**src/rtl/imm_ext_pkg.sv**
```systemverilog
// Shared definitions for the pipelined immediate extender: format encodings and XLEN legality.
package imm_ext_pkg;

  localparam logic [2:0] FMT_I   = 3'd0;
  localparam logic [2:0] FMT_S   = 3'd1;
  localparam logic [2:0] FMT_B   = 3'd2;
  localparam logic [2:0] FMT_U   = 3'd3;
  localparam logic [2:0] FMT_J   = 3'd4;
  localparam logic [2:0] FMT_Z   = 3'd5;
  localparam logic [2:0] FMT_H16 = 3'd6;
  localparam logic [2:0] FMT_RSV = 3'd7;

  function automatic bit xlen_legal(int unsigned xlen);
    return (xlen == 32) || (xlen == 64);
  endfunction

endpackage

```
**src/rtl/imm_ext_pipe_decode.sv**
```systemverilog
// Combinational immediate decoder: builds a 32-bit immediate per format, then widens to XLEN.
module imm_decode
  import imm_ext_pkg::*;
#(
  parameter int unsigned XLEN = 32
) (
  input  logic [31:0]     instr_i,
  input  logic [2:0]      fmt_i,
  output logic [XLEN-1:0] imm_o,
  output logic            illegal_o
);

  logic        s;
  logic [31:0] imm32;

  assign s = instr_i[31];

  always_comb begin
    imm32     = '0;
    illegal_o = 1'b0;
    case (fmt_i)
      FMT_I:   imm32 = {{20{s}}, instr_i[31:20]};
      FMT_S:   imm32 = {{20{s}}, instr_i[31:25], instr_i[11:7]};
      FMT_B:   imm32 = {{19{s}}, s, instr_i[7], instr_i[30:25], instr_i[11:8], 1'b0};
      FMT_U:   imm32 = {instr_i[31:12], 12'b0};
      FMT_J:   imm32 = {{11{s}}, s, instr_i[19:12], instr_i[20], instr_i[30:21], 1'b0};
      FMT_Z:   imm32 = {27'b0, instr_i[19:15]};
      FMT_H16: imm32 = {{16{instr_i[15]}}, instr_i[15:0]};
      default: illegal_o = 1'b1;
    endcase
    // Every 32-bit form is already correctly signed, so widening is a plain sign extension.
    imm_o = XLEN'($signed(imm32));
  end

endmodule

```
**src/rtl/imm_ext_pipe.sv**
```systemverilog
// Two-stage immediate extender with valid/ready backpressure, flush and an illegal-result counter.
module imm_ext_pipe
  import imm_ext_pkg::*;
#(
  parameter int unsigned XLEN  = 32,
  parameter int unsigned CNT_W = 8
) (
  input  logic             clk,
  input  logic             rst,
  input  logic             flush,
  input  logic             in_valid,
  output logic             in_ready,
  input  logic [31:0]      in_instr,
  input  logic [2:0]       in_fmt,
  output logic             out_valid,
  input  logic             out_ready,
  output logic [XLEN-1:0]  out_imm,
  output logic             out_illegal,
  output logic [CNT_W-1:0] err_cnt
);

  if (!xlen_legal(XLEN)) begin : g_bad_xlen
    $error("imm_ext_pipe: XLEN must be 32 or 64");
  end

  localparam logic [CNT_W-1:0] CntMax = {CNT_W{1'b1}};

  logic             s1_valid_q, s1_valid_d;
  logic [31:0]      s1_instr_q;
  logic [2:0]       s1_fmt_q;
  logic             s2_valid_q, s2_valid_d;
  logic [XLEN-1:0]  s2_imm_q;
  logic             s2_illegal_q;
  logic [CNT_W-1:0] err_cnt_q, err_cnt_d;

  logic [XLEN-1:0]  dec_imm;
  logic             dec_illegal;
  logic             s2_load, accept, out_hs;

  imm_decode #(
    .XLEN (XLEN)
  ) u_decode (
    .instr_i   (s1_instr_q),
    .fmt_i     (s1_fmt_q),
    .imm_o     (dec_imm),
    .illegal_o (dec_illegal)
  );

  always_comb begin
    s2_load  = s1_valid_q && (!s2_valid_q || out_ready);
    in_ready = !s1_valid_q || s2_load;
    accept   = in_valid && in_ready;
    out_hs   = s2_valid_q && out_ready;

    s1_valid_d = s1_valid_q;
    if (flush)        s1_valid_d = 1'b0;
    else if (accept)  s1_valid_d = 1'b1;
    else if (s2_load) s1_valid_d = 1'b0;

    s2_valid_d = s2_valid_q;
    if (flush)        s2_valid_d = 1'b0;
    else if (s2_load) s2_valid_d = 1'b1;
    else if (out_hs)  s2_valid_d = 1'b0;

    // Flush does not cancel the handshake in progress, so it still counts.
    err_cnt_d = err_cnt_q;
    if (out_hs && s2_illegal_q && (err_cnt_q != CntMax)) err_cnt_d = err_cnt_q + CNT_W'(1);
  end

  always_ff @(posedge clk or posedge rst) begin
    if (rst) begin
      s1_valid_q   <= 1'b0;
      s1_instr_q   <= '0;
      s1_fmt_q     <= '0;
      s2_valid_q   <= 1'b0;
      s2_imm_q     <= '0;
      s2_illegal_q <= 1'b0;
      err_cnt_q    <= '0;
    end else begin
      s1_valid_q <= s1_valid_d;
      s2_valid_q <= s2_valid_d;
      err_cnt_q  <= err_cnt_d;
      if (accept) begin
        s1_instr_q <= in_instr;
        s1_fmt_q   <= in_fmt;
      end
      if (s2_load) begin
        s2_imm_q     <= dec_imm;
        s2_illegal_q <= dec_illegal;
      end
    end
  end

  assign out_valid   = s2_valid_q;
  assign out_imm     = s2_imm_q;
  assign out_illegal = s2_illegal_q;
  assign err_cnt     = err_cnt_q;

endmodule

```
**config.mk**
```make
export PLATFORM = sky130hd
export DESIGN_NAME = imm_ext_pipe
export DESIGN_NICKNAME = d
export VERILOG_FILES = /design/src/rtl/imm_ext_pkg.sv /design/src/rtl/imm_ext_pipe_decode.sv /design/src/rtl/imm_ext_pipe.sv
export SDC_FILE = /design/constraint.sdc
export NUM_CORES = 1
export LEC_CHECK = 0
export ABC_AREA = 0
export ABC_CLOCK_PERIOD_IN_PS = 6850
export CORE_UTILIZATION = 54
export DETAILED_ROUTE_END_ITERATION = 6
export PLACE_DENSITY = 0.85
export REMOVE_ABC_BUFFERS = 1
export SYNTH_ARGS = -nofsm -noshare
export SYNTH_HDL_FRONTEND = slang
export SYNTH_SLANG_ARGS = --single-unit
```
**constraint.sdc**
```tcl
create_clock -name clk -period 6.85 [get_ports clk]
set_input_delay 1.37 -clock clk [delete_from_list [all_inputs] [get_ports clk]]
set_output_delay 1.37 -clock clk [all_outputs]
set_load 0.05 [all_outputs]
```
* Word-level counts from Yosys, hierarchy flattened
Index checks and enable logic that the tools add are counted. W data, S select, Z words.
Cells by class: add/subtract/negate cells 1, eq/ne operators 7, multiplexer cells 8, reductions and logical operators 13
Operator list (count):
- $pmux W32 S7 | 1
- $eq A3 B3 Y1 const B | 3
- $add A8 B1 Y8 const B | 1
- $ne A8 B8 Y1 const B | 1
- $mux W1 | 7
- $reduce_or A7 Y1 | 1
- $eq A3 B2 Y1 const B | 2
- $reduce_bool A3 Y1 | 2
- $logic_and A1 B1 Y1 | 5
- $eq A3 B1 Y1 const B | 1
- $logic_not A3 Y1 | 1
- $logic_not A1 Y1 | 2
- $logic_or A1 B1 Y1 | 2
Word-level totals: flip-flop bits (word level) 78, output and inout port bits 43, word-level logic and storage cells 36

* Depth between registers and ports, before layout
depth in word-level cells 7, gate-level depth with buffers 6, mapped depth without buffers 5

* Modules after synthesis
From an unflattened synthesis, not the netlist that was laid out.
Second synthesis, totals: cells, all modules 291, area total of the unflattened synthesis 3885.0 um2
Modules (own cells, without submodules):
- imm_ext_pipe | instances 1, cells an instance 188, area each 3178.0 um2, sequential area each 1951.9 um2
- imm_decode | instances 1, cells an instance 103, area each 706.9 um2, sequential area each 0.0 um2

* Worst setup path after synthesis
OpenSTA, ideal clock, no wires.
path kind input -> output, from in out_ready, to out in_ready, arrival 1.815 ns, data required time 5.480 ns, path slack 3.665 ns, cell stages on the path 2, path through nor2b_4 > nand2_1
Between the ends: cells in the longest elaborated chain, start to end 3
Ends and longest elaborated chain:
- from (decl) | RTL line imm_ext_pipe.sv:16 | input logic out_ready,
- $logic_or A1 B1 Y1 | RTL line imm_ext_pipe.sv:50 | s2_load = s1_valid_q && (!s2_valid_q || out_ready);
- $logic_and A1 B1 Y1 | RTL line imm_ext_pipe.sv:50
- $logic_or A1 B1 Y1 | RTL line imm_ext_pipe.sv:51 | in_ready = !s1_valid_q || s2_load;
- to (decl) | RTL line imm_ext_pipe.sv:12 | output logic in_ready,
No other way between the ends.

* Final worst setup path
Ends and elaborated chain as after synthesis.

==> results.txt <==
clk slew on worst S/H paths: 0.08 ns
Post-Synth Adder-Cell Area: 0.00344
Pre-antenna DRT Iters: 7
Final min period: 4.22 ns
initial drt markers: 163
fmax: 237 MHz
asr flop ratio synth: 1.00
CTS buffer count: 9
Post-Place Cell Area: 4420 sq um
Synth Area in XOR/XNOR: 0.00721
GP Congestion: 0.780
period utilisation layout: 0.616
Reg2Reg Setup Slack: 4.81 ns
# diodes: 0
Clock Tree Buf Depth: 2
Setup violations, final: 0
routed vias/inst: 5.79
FF+latch area: 1950 sq um
fraction of layout cells with a size suffix above 1: 0.216
Yosys reg bits: 78
Port Buffers: 82
worst slew pin tran: 0.959 ns
Total GRT Usage: 0.233
Setup TNS Final: 0 ns
status: complete, but fails checks
power per standard cell area: 301 nW/um^2
GRT overflow: 0
switching part of the total: 0.381
CP startpoint: out_ready
DR vias: 2667
synth warn: 0
Seq pwr share: 0.434
Post-Layout Inst Area: 4600 sq um
Comb power frac: 0.344
die area: 7080 sq um
DRC: 13
Area growth syn-to-layout: 26.2%
first-pass GRT wire length: 12800 um
share of the synthesized area in the top cell type: 0.536
Synth Area in Compound Gates: 0.159
critical path class: primary input to primary output
Post-synth EDFFs: 0
RSZ-0062 raised after global routing: false
Synth Cell Area: 3640 sq um
synth cell count leaders: dfrtp_1, mux2_2, o21ai_0, nand2_1, nor2_1
area leader, netlist: dfrtp_1
worst-path fanout max: 5
RR Startpoint: s1_fmt_q[2]
internal power: 858 uW
count leader, synth: dfrtp_1
CTS sink count: 78
Cell Rows: 29
Avg Inst Size Synth: 12.1 sq um
hold buffers post-CTS: 0
post_cts resized: 0
CTS tree: done
CORE AREA: 6420 sq um
Slew headroom: 0.360
crit path launch type: primary input
Mapped Cells: 302
Worst Setup End Kind: primary output
clock share of power: 0.221
fill count: 463
clock insertion delay at the later pin of the skew report: 0.35 ns
io pins: 83
Die H: 84.1 um
Slew Viols, Final: 0
initial core utilization: 0.567
WL final: 7750 um
setup ws final: 2.63 ns
Post-Synth Simple-Gate Area: 0.109
post-synthesis mux area share: 0.138
final hold vios: 0
clk_skew: 0.0102 ns
antenna viol nets, final: 0
worst path required time: 5.48 ns
VDD IR max: 0.000214 V
hold_sp: out_imm[20]
max-cap viol count: 0
CTS root buffer: clkbuf_8
NetSw: 528 uW
vias in the first global route: 2649
Post-CTS Setup Inserts: 0
Seq/Total Area, Yosys: 0.536
CP arrival: 2.85 ns
largest net degree at the start of global routing: 79
die width: 84.1 um
main combinational cell family by area after synthesis: compound AO/OA/AOI/OAI gates
H-tree Lvls: 3
multi-input logic area: 1520 sq um
DR WL/cell: 16.8 um
Final nets: 420
initial antenna violation count: 0
Netlist cell types: 47
failing checks: DRC
worst min path class: flop to flop
LEAKAGE: 1.91 nW
prevailing post-synth register cell: dfrtp_1
DP HPWL: 5360 um
Post-Place Worst Slack: 2.62 ns
Synth area leaders: dfrtp_1, mux2_2, o21ai_0, buf_6, nand2_1
[flip-flops by register name (all words and copies together), names as in the netlist]
name and flops:
out_imm 32, s1_valid_q 1, out_illegal 1, err_cnt 8, out_valid 1, s1_instr_q 32, s1_fmt_q 3
[power groups by stage]
| stage | combinational (mW) | clock, mW | sequential (mW) |
|---|---|---|---|
| 2_1_floorplan | 0.137 | 0 | 0.775 |
| 3_3_place_gp | 0.470 | 0 | 0.607 |
| 3_5_place_dp | 0.480 | 0 | 0.610 |
| 4_1_cts | 0.481 | 0.313 | 0.602 |
| 5_1_grt | 0.503 | 0.330 | 0.613 |
| 6_report | 0.477 | 0.307 | 0.602 |
[per-layer routing]
| layer | global-route usage | wire, um | up-vias | part of all wire |
|---|---|---|---|---|
| li1 | - | - | 1246 | - |
| met1 | 0.297 | 3280 | 1317 | 0.42 |
| met5 | 0 | 0 | - | 0 |
| met3 | 0.0475 | 506 | 8 | 0.065 |
| met4 | 0.103 | 78 | 0 | 0.010 |
| met2 | 0.388 | 3890 | 96 | 0.50 |
[worst max-delay path, cell delays in order]
cell and delay (ns):
clkdlybuf4s50_1 0.52, nor2b_4 0.06, nand2_1 0.09, clkdlybuf4s50_1 0.80
[layout by cell type, fill, tap and decap left out, types with 2 or more instances in the layout]
cell / synthesis / final
nor2_1: 20 / 20
a221oi_2: 6 / 6
inv_1: 3 / 2
o221ai_1: 4 / 4
clkbuf_8: 0 / 10
o21ai_0: 27 / 27
and3_1: 5 / 5
xnor2_1: 2 / 2
dfrtp_1: 78 / 78
nand2_1: 25 / 25
nor2_2: 2 / 2
a22o_1: 6 / 6
a221o_1: 5 / 5
mux2i_1: 2 / 2
clkinv_2: 0 / 3
o22ai_1: 4 / 4
nor2b_1: 8 / 8
a41oi_1: 2 / 2
mux2_2: 41 / 41
clkinvlp_4: 0 / 3
nand3_1: 2 / 2
buf_4: 0 / 3
a31oi_1: 2 / 2
a22oi_1: 5 / 5
a21oi_1: 13 / 13
clkdlybuf4s50_1: 0 / 82
[final cells by class]
class | count | area share
clock buffers | 10 | 0.0299
clock inverters | 6 | 0.00817
inverters | 3 | 0.00245
multi-input cells | 202 | 0.330
flip-flops and latches | 78 | 0.425
well taps | 77 | 0.0210
repair buffers | 85 | 0.183
[metrics by stage]
stage | util | total power [mW] | hold slack [ns] | cells
after global placement | 0.688 | 1.08 | 0.461 | 445
after CTS | 0.716 | 1.40 | 0.487 | 461
after global routing | 0.716 | 1.45 | 0.509 | 461
after floorplan | - | 0.911 | 0.480 | 283
final | 0.716 | 1.39 | 0.479 | 461
after detailed placement | 0.688 | 1.09 | 0.469 | 445
[worst paths after layout]
path | to | cells past startpoint
min in group asynchronous | s1_fmt_q[2] | 3
max in group asynchronous | out_imm[23] | 3
worst min register to register | out_imm[20] | 2
worst max register to register | out_imm[8] | 4
worst min-delay path | out_imm[20] | 2
worst max-delay path | in_ready | 4
[kinds of logic after synthesis]
family | after synthesis
AND/OR/NAND/NOR | 75
AO/OA/AOI/OAI | 79
flip-flops | 78
adder cells (fa/ha/maj) | 1
XOR/XNOR | 3
multiplexers | 44
buffers and inverters | 22
Power figures use the tool's default switching activity.
